--- src/rtl/hilo_div_ctrl.sv ---
// HI/LO divide sequencer: wraps an unsigned multi-cycle divider core with signed
// operand conditioning, divide-by-zero bypass, core timeout, and mthi/mtlo writes.
module hilo_div_ctrl #(
  parameter int WIDTH   = 32,
  parameter int TIMEOUT = 64
) (
  input  logic             clk,
  input  logic             reset,
  input  logic             start,
  input  logic             is_signed,
  input  logic [WIDTH-1:0] op_a,
  input  logic [WIDTH-1:0] op_b,
  input  logic             mthi,
  input  logic             mtlo,
  input  logic [WIDTH-1:0] wdata,
  output logic             dv_load,
  output logic [WIDTH-1:0] dv_dividend,
  output logic [WIDTH-1:0] dv_divisor,
  input  logic             dv_ready,
  input  logic [WIDTH-1:0] dv_q,
  input  logic [WIDTH-1:0] dv_r,
  output logic [WIDTH-1:0] hi,
  output logic [WIDTH-1:0] lo,
  output logic             busy,
  output logic             dbz,
  output logic             tmo
);

  localparam int CNT_W = $clog2(TIMEOUT + 1);
  localparam logic [CNT_W-1:0] CNT_LAST = CNT_W'(TIMEOUT - 1);
  localparam logic [CNT_W-1:0] CNT_ONE  = CNT_W'(1);

  typedef enum logic [1:0] {S_IDLE, S_LOAD, S_WAIT, S_FIX} state_t;

  state_t           r_state;
  logic [WIDTH-1:0] r_hi, r_lo;
  logic [WIDTH-1:0] r_dividend, r_divisor;
  logic [WIDTH-1:0] r_q, r_r;
  logic [CNT_W-1:0] r_cnt;
  logic             r_neg_q, r_neg_r;
  logic             r_load, r_dbz, r_tmo;

  function automatic logic [WIDTH-1:0] mag(input logic [WIDTH-1:0] v, input logic sgn);
    return (sgn && v[WIDTH-1]) ? -v : v;
  endfunction

  function automatic logic [WIDTH-1:0] cond_neg(input logic [WIDTH-1:0] v, input logic neg);
    return neg ? -v : v;
  endfunction

  always_ff @(posedge clk or posedge reset) begin
    if (reset) begin
      r_state    <= S_IDLE;
      r_hi       <= '0;
      r_lo       <= '0;
      r_dividend <= '0;
      r_divisor  <= '0;
      r_q        <= '0;
      r_r        <= '0;
      r_cnt      <= '0;
      r_neg_q    <= 1'b0;
      r_neg_r    <= 1'b0;
      r_load     <= 1'b0;
      r_dbz      <= 1'b0;
      r_tmo      <= 1'b0;
    end else begin
      r_load <= 1'b0;
      r_dbz  <= 1'b0;
      r_tmo  <= 1'b0;
      case (r_state)
        S_IDLE: begin
          if (start) begin
            if (op_b == '0) begin
              r_lo  <= '1;
              r_hi  <= op_a;
              r_dbz <= 1'b1;
            end else begin
              r_dividend <= mag(op_a, is_signed);
              r_divisor  <= mag(op_b, is_signed);
              r_neg_q    <= is_signed & (op_a[WIDTH-1] ^ op_b[WIDTH-1]);
              r_neg_r    <= is_signed & op_a[WIDTH-1];
              r_load     <= 1'b1;
              r_state    <= S_LOAD;
            end
          end else begin
            if (mthi) r_hi <= wdata;
            if (mtlo) r_lo <= wdata;
          end
        end
        S_LOAD: begin
          r_cnt   <= '0;
          r_state <= S_WAIT;
        end
        S_WAIT: begin
          // The core may still show a stale ready on the first WAIT cycle.
          if (r_cnt != '0 && dv_ready) begin
            r_q     <= dv_q;
            r_r     <= dv_r;
            r_state <= S_FIX;
          end else if (r_cnt == CNT_LAST) begin
            r_tmo   <= 1'b1;
            r_state <= S_IDLE;
          end else begin
            r_cnt <= r_cnt + CNT_ONE;
          end
        end
        S_FIX: begin
          r_lo    <= cond_neg(r_q, r_neg_q);
          r_hi    <= cond_neg(r_r, r_neg_r);
          r_state <= S_IDLE;
        end
        default: r_state <= S_IDLE;
      endcase
    end
  end

  assign busy        = (r_state != S_IDLE);
  assign dv_load     = r_load;
  assign dv_dividend = r_dividend;
  assign dv_divisor  = r_divisor;
  assign hi          = r_hi;
  assign lo          = r_lo;
  assign dbz         = r_dbz;
  assign tmo         = r_tmo;

endmodule

--- config.mk ---
export PLATFORM = sky130hd
export DESIGN_NAME = hilo_div_ctrl
export DESIGN_NICKNAME = d
export VERILOG_FILES = /design/src/rtl/hilo_div_ctrl.sv
export SDC_FILE = /design/constraint.sdc
export NUM_CORES = 1
export LEC_CHECK = 0
export CAP_MARGIN = 20
export CORE_MARGIN = 10
export CORE_UTILIZATION = 49
export DETAILED_ROUTE_END_ITERATION = 10
export PLACE_DENSITY = 0.87
export SYNTH_ARGS = -nofsm -noshare
export SYNTH_HDL_FRONTEND = slang
export SYNTH_SLANG_ARGS = --single-unit
--- constraint.sdc ---
create_clock -name clk -period 7.5 [get_ports clk]
set_input_delay 0.75 -clock clk [delete_from_list [all_inputs] [get_ports clk]]
set_output_delay 0.75 -clock clk [all_outputs]
set_load 0.05 [all_outputs]
==> metrics.md, run 1 <==
| Metric | Value |
|---|---|
| Top cells by count, synth | 206 x dfrtp_1, 123 x nand2_1, 95 x o21ai_0, 72 x mux2_2, 66 x nor2_1 |
| Chip height | around 170 um |
| Setup violators final | 0 |
| Max-cap violations | 0 |
| Post-CTS Hold Fix Bufs | 0 |
| CP max FO | 55 |
| Register area | 5155 um2 |
| 1st-pass router iterations | 8 |
| Most numerous cell in the Yosys netlist | dfrtp_1 |
| Routed Wire Length | approximately 39000 um |
| Routed WL per cell | 23.07 um |
| Top cells by area, synth | dfrtp_1 46%, mux2_2 7.3%, xnor2_1 4.8% |
| Final worst setup slack | 4283 ps |
| Clock slew at reported path FFs | 60 ps |
| Via count | 9950 |
| Initial antenna violation count | 4 |
| DRC | 0 |
| GP Congestion | roughly 0.98 |
| Slew HR | roughly 33% |
| Die area | approximately 30000 um2 |
| Cell chain of the critical path | clkdlybuf4s50_1, inv_1, ha_1, nor4b_1, and4_1, nand4_2, a21oi_4, buf_4, nor2_4, a221o_1 |
| CP max stage delay | 520 ps |
| Final instance area | roughly 15000 um2 |
| P per Cell Area | roughly 470 nW/um2 |
| Crit Reg-Reg Endpoint | r_r[1]$_DFFE_PP0P_ |
| Total chip power | 7.190 mW |
| # placed instances | approximately 1600 |
| Worst reg-to-reg path cell count | 7 |
| First-pass GRT wire length | between 50000 and 60000 um |
| Slew Limit Fails | 0 |
| Initial core utilization | between 40% and 50% |
| Cell variety after synth | 65 |
| Largest net degree at the start of global routing | about 150 |
| Main synth FF type | dfrtp_1 |
| Clock Path Buffers | 3 |
| RSZ-0062 raised after global routing | false |
| Clock root buffer | clkbuf_16 |
| Worst r2r src | r_cnt[0]$_DFFE_PP0P_ |
| Final setup TNS | 0 ps |
| CP Buf/Inv Count | 3 |
| Worst hold start | lo[2]$_DFFE_PP0P_ |
| Minimum clock period | between 3000 and 4000 ps |
| Synth async-reset ratio | 100.0% |
| Total track usage | 25.28% |
| Hold Path Class | flip-flop to flip-flop |
| CP max stage cell | buf_4 |
| Vias in the first global route | 9912 |
| PortBufs | 298 |
| Tightest Pin Transition | between 1000 and 1500 ps |
| Avg Inst Size Synth | approximately 10 um2 |
| H-tree levels | 1 |
| Worst Setup End Kind | flip-flop |
| Number of enable flip-flop cells after synthesis | 0 |
| Fmax | 0.3108 GHz |
| Multi-input gate area | approximately 5600 um2 |
| WS Path Type | input pin to flip-flop |
| Num CTS Buffers | 24 |
| Hold EP | lo[2]$_DFFE_PP0P_ |
| Fin util | roughly two thirds |
| DP Worst Slack | 3195 ps |
| Final net count | 1558 |
| Initial drt markers | approximately 1000 |
| Post-Layout Cell Count | between 1500 and 2000 |
| Dpl hpwl | about 30000 um |
| Reg-to-reg slack, setup | around 4300 ps |
| Critical Path RT | roughly 7900 ps |
| Hold slack | 469.0 ps |
| Mapped Cells | roughly 1100 |
| Layout cell share with drive strength beyond 1 | between 10 and 15% |
| Ports | 299 |
| Final Hold Vio Count | 0 |
| Synth Warn # | 0 |
| Cts repair resizes | 0 |
| Area growth from synthesis to layout | 36.30% |
| Static leakage | approximately 6.2 nW |
| Synth Register Bits | approximately 200 |
| CP Launch Type | input pin |
| Syn nets | 1289 |
| Num rows | 55 |
| Peak supply drop | ~270 uV |
| Clock Sink Count | roughly 200 |
| Final Skew | between 15 and 20 ps |
| Period Utilization, post-route | between 40 and 50% |
| Status | finished clean |
| Family with the most delay on the worst path | buffers and inverters |
| ANT nets after route | 0 |
| # Post-CTS Setup Buffers | 0 |
| Sequential share of the synthesized area | a little under half |
| DP Area | roughly 14000 um2 |
| CTS tree | done |
| Via density | between 5 and 6 |
| Cell taking the most area after synthesis | dfrtp_1 |
| Synth top area share | between 40% and 50% |
| Filler Cells Inserted | approximately 1700 |
| CORE AREA | roughly 23000 um2 |
| Worst Path Arrival | about 3600 ps |
| Clock Latency Late Sink | ~520 ps |
| Die X-Extent | about 170 um |
| GRT overflow | 0 |
| Post-Synthesis Cell Area | ~11000 um2 |
| Hold path cells | 2 |
-- sequential cells by signal, summed over array words and instances, names as in the netlist --
name and cells:
r_state 2, r_q 32, lo 32, r_r 32, r_neg_r 1, dbz 1, r_neg_q 1, hi 32
dv_divisor 32, dv_dividend 32, dv_load 1, tmo 1, r_cnt 7
-- worst max path at each step --
| stage | to | slack, ps | cells past startpoint | from |
|---|---|---|---|---|
| after detailed placement | dv_divisor[15]$_DFFE_PP0P_ | 3190 | 7 | op_b[18] |
| after global placement | dv_divisor[15]$_DFFE_PP0P_ | 3270 | 7 | op_b[18] |
| after floorplan | dbz$_DFF_PP0_ | 1130 | 1 | reset |
| final | hi[19]$_DFFE_PP0P_ | 4280 | 10 | op_b[1] |
| after global routing | r_r[11]$_DFFE_PP0P_ | 4080 | 7 | r_cnt[0]$_DFFE_PP0P_ |
| after CTS | dv_divisor[15]$_DFFE_PP0P_ | 3740 | 7 | op_b[18] |
-- tightest hold or removal path, delay by kind of cell (launching register included) --
| family | cells | cell delay, ps |
|---|---|---|
| AND/OR/NAND/NOR | 2 | 100 |
| flip-flops | 1 | 340 |
-- placed cells by master, fill, tap and decap left out, types with 4 or more instances in the layout --
master / n
a21o_1: 7
a21oi_1: 38
a221o_1: 8
a221oi_2: 5
a22oi_1: 7
a31oi_1: 13
and2_1: 7
buf_4: 8
bufinv_16: 6
clkbuf_16: 25
clkdlybuf4s50_1: 297
clkinv_2: 6
dfrtp_1: 206
ha_1: 6
inv_1: 19
mux2_2: 72
mux2i_1: 28
nand2_1: 123
nand3_1: 6
nand3b_1: 4
nand4_1: 5
nor2_1: 66
nor2b_1: 6
nor3_1: 23
nor4_1: 19
o21ai_0: 95
o21ai_1: 13
o22ai_1: 24
o311ai_0: 5
o31a_1: 6
o31ai_1: 30
o41ai_1: 17
or2_2: 5
or3_1: 15
or4_1: 10
xnor2_1: 61
xor2_1: 58
-- power by group --
part / total (mW) / switching, mW / internal (mW) / leakage [nW]
Sequential: 2.17 / 0.520 / 1.65 / 2.48
Combinational: 3.69 / 2.32 / 1.37 / 3.24
Clock: 1.32 / 0.483 / 0.842 / 0.444
-- cell families (layout without fill, tap and decap cells) --
group                      Yosys count  after routing  synth area share (%)
muxes                              100            100                 9.759
AOI/OAI and AO/OA                  286            286                 16.92
adders and majority gates            6              6                0.6715
other                                0              2                     0
DFF                                206            206                 46.11
buffers and inverters               85            371                 3.391
xor gates and xnor gates           119            119                 9.323
and+or+nand+nor                    314            314                 13.82
-- cell type report --
type                       instances  area share, %
sequential                       206          33.83
clock inverter                    15          1.552
tap                              285          2.340
multi-input combinational        825          37.08
inverter                          20         0.5420
timing repair buffer             308          20.25
clock buffer                      28          4.377
antenna                            2        0.03285
-- routing by layer --
metal / vias up / wire, um / track usage, %
li1: 4582 / - / -
met1: 4824 / 15200 / 31.03
met2: 453 / 18360 / 41.07
met3: 87 / 3725 / 6.912
met4: 4 / 1642 / 10.59
met5: - / 35 / 0
(Power assumes the default switching activity.)
==> run 2, diff against run 1 <==
clock period = 3.1 ns   (was 7.5 ns; I/O delays follow)
==> run 2 against run 1 <==
Effect of this change: worst setup slack worse by 3800 ps; largest power group unchanged; largest cell class unchanged; non-clock buffer count grew 20; first-iteration DRC count is 23% higher; combinational power is 140% higher; clock-buffer cell count rose by 2; critical path type is now flip-flop to flip-flop; cell area up 0.98%; sequential share of layout area down 0.33 points; flip-flop and latch count is the same; register-to-register slack got worse by 3800 ps.
==> metrics.md, run 2 (same netlist as run 1, synthesis figures left out) <==
| Metric | Value |
|---|---|
| Status | finished clean (unchanged) |
| Commonest non-fill, non-tap cells in the layout | 297 x clkdlybuf4s50_1, 206 x dfrtp_1, 123 x nand2_1, 95 x o21ai_0, 72 x mux2_2 (unchanged) |
| GRT overflow | 0 (unchanged) |
| Initial core utilization | 49.53% (unchanged) |
| WS Path Type | flip-flop to flip-flop (was input pin to flip-flop) |
| H-tree levels | 1 (unchanged) |
| Critical Path RT | 3510 ps (was 7910 ps) |
| Minimum clock period | 2589 ps |
| ANT nets after route | 0 (unchanged) |
| DP Area | 14510 um2 (was 14280 um2) |
| CORE AREA | 22570 um2 (unchanged) |
| Critical path depth in cells | 6 (was 10) |
| Tightest Pin Transition | 1054 ps (was 1007 ps) |
| Period Utilization, post-route | a little over four fifths |
| Clock root buffer | clkbuf_16 (unchanged) |
| Clock Sink Count | 206 (unchanged) |
| Via count | 10029 (was 9950) |
| Hold Path Class | input pin to asynchronous set/reset pin (was flip-flop to flip-flop) |
| Total chip power | 17.44 mW (was 7.190 mW) |
| PortBufs | 298 (unchanged) |
| CP max FO | 8 (was 55) |
| CP max stage cell | o41ai_1 (was buf_4) |
| Routed Wire Length | 39110 um (was 38960 um) |
| Worst Setup SP | r_r[9]$_DFFE_PP0P_ (was op_b[1]) |
| # Post-CTS Setup Buffers | 0 (unchanged) |
| Layout cell share with drive strength beyond 1 | 12.03% (was 10.91%) |
| Die area | 29260 um2 (unchanged) |
| Largest net degree at the start of global routing | 140 (was 147) |
| Max-cap violations | 0 (unchanged) |
| Ports | 299 (unchanged) |
| DP Worst Slack | 195.0 ps (was 3195 ps) |
| Via density | 5.875 (was 5.891) |
| Cts repair resizes | 0 (unchanged) |
| Setup violators final | 0 (unchanged) |
| Die X-Extent | 171.0 um (unchanged) |
| Worst Setup End Kind | flip-flop (unchanged) |
| Final Hold Vio Count | 0 (unchanged) |
| Crit Reg-Reg Endpoint | hi[30]$_DFFE_PP0P_ (was r_r[1]$_DFFE_PP0P_) |
| Final instance area | 15390 um2 (was 15240 um2) |
| CP Buf/Inv Count | 0 (was 3) |
| CP Launch Type | flip-flop (was input pin) |
| Post-CTS Hold Fix Bufs | 0 (unchanged) |
| Reg power frac | 30.2% (about the same) |
| Final Skew | 11.65 ps (was 17.19 ps) |
| 1st-pass router iterations | 7 (was 8) |
| Filler Cells Inserted | 1715 (was 1726) |
| Final worst setup slack | 511.5 ps (was 4283 ps) |
| Slew Limit Fails | 0 (unchanged) |
| Chip height | 171.0 um (unchanged) |
| Final net count | 1577 (was 1558) |
| Vias in the first global route | 10129 (was 9912) |
| Dpl hpwl | 30090 um (was 29530 um) |
| Clock share of power | 18.0% (was 18.4%) |
| RSZ-0062 raised after global routing | false (unchanged) |
| Comb power frac | 51.8% (was 51.4%) |
| Fmax | 0.3863 GHz |
| Peak supply drop | 642.9 uV (was 269.4 uV) |
| Routed WL per cell | 22.91 um (was 23.07 um) |
| Family with the most delay on the worst path | simple AND/OR/NAND/NOR gates (was buffers and inverters) |
| GP Congestion | 0.8966 (was 0.9758) |
| CTS tree | done (unchanged) |
| Wl on met1 | 15940 um (was 15200 um) |
| P per Cell Area | 1134 nW/um2 (was 471.9 nW/um2) |
| Clock Latency Late Sink | 520 ps (about the same) |
| DRC | 0 (unchanged) |
| Initial antenna violation count | 1 (was 4) |
| Net switching power | 8.062 mW (was 3.327 mW) |
| First-pass GRT wire length | 58970 um (was 57600 um) |
| Worst Path Arrival | 2990 ps (was 3620 ps) |
| Static leakage | 6.258 nW (was 6.163 nW) |
| Commonest non-fill, non-tap cell in the layout | clkdlybuf4s50_1 (unchanged) |
| Register area | 5155 um2 (unchanged) |
| Final setup TNS | 0 ps (unchanged) |
| Total track usage | 25.82% (was 25.28%) |
| Clock slew at reported path FFs | 60 ps (about the same) |
| Cell internal pwr | 9.380 mW (was 3.864 mW) |
| Multi-input gate area | 5649 um2 (unchanged) |
| Worst r2r src | r_r[9]$_DFFE_PP0P_ (was r_cnt[0]$_DFFE_PP0P_) |
| Reg-to-reg slack, setup | 510 ps (was 4300 ps) |
| Met2 WL | 18340 um (was 18360 um) |
| Met3 Routed Length | 3065 um (was 3725 um) |
| Num CTS Buffers | 23 (was 24) |
| Worst reg-to-reg path cell count | 6 (was 7) |
| Switching Fraction | 46.22% (was 46.27%) |
| Cell chain of the critical path | nor4_1, nand4_1, o41ai_1, xor2_1, nand2_1, o311a_1 (was clkdlybuf4s50_1, inv_1, ha_1, nor4b_1, and4_1, nand4_2, a21oi_4, buf_4, nor2_4, a221o_1) |
| Num rows | 55 (unchanged) |
| Area growth from synthesis to layout | 37.63% (was 36.30%) |
| DR top layer | met4 (was met5) |
| CP max stage delay | 620 ps (was 520 ps) |
| Clock Path Buffers | 3 (unchanged) |
| Initial drt markers | 1224 (was 999) |
| Slew HR | 29.71% (was 32.86%) |
## run 2: how the worst max path moves through the flow
stage,endpoint,slack (ps)
final,hi[30]$_DFFE_PP0P_,510
after CTS,r_cnt[2]$_DFFE_PP0P_,570
after detailed placement,dv_dividend[31]$_DFFE_PP0P_,200
after floorplan,dbz$_DFF_PP0_,120
after global placement,hi[24]$_DFFE_PP0P_,250
after global routing,hi[30]$_DFFE_PP0P_,310
## run 2: final cells by class
class,count,share of cell area [%]
clock buffers,30,4.302
repair buffers,328,21.22
well taps,285,2.318
flip-flops and latches,206,33.50
clock inverters,12,1.407
inverters,20,0.5123
multi-input cells,825,36.72
diodes,1,0.01626
## run 2: metrics by stage
| stage | util (%) | hold WS [ps] | cells |
|---|---|---|---|
| final | 68.17 | 338.5 | 1707 |
| after floorplan | - | 442.5 | 1116 |
| after CTS | 68.15 | 387.9 | 1706 |
| after detailed placement | 64.26 | 458.2 | 1664 |
| after global routing | 68.17 | 397.2 | 1707 |
| after global placement | 64.26 | 453.3 | 1664 |
## run 2: power groups by stage
stage	clock [mW]	combinational (mW)	sequential, mW
floorplan	0	3.28	7.73
global placement	0	8.81	5.20
detailed placement	0	9.02	5.26
CTS	3.18	9.07	5.23
global route	3.30	9.58	5.42
finish	3.15	9.03	5.27
## run 2: tightest hold or removal path, stage by stage
cell	delay, ps
clkdlybuf4s50_1	440
clkinvlp_4	110
buf_12	490
## run 2: layer usage
layer  GRT usage [%]  up-vias
met2           41.51      432
met5               0        -
li1                -     4624
met4           11.46        0
met3           5.507       87
met1           32.79     4886
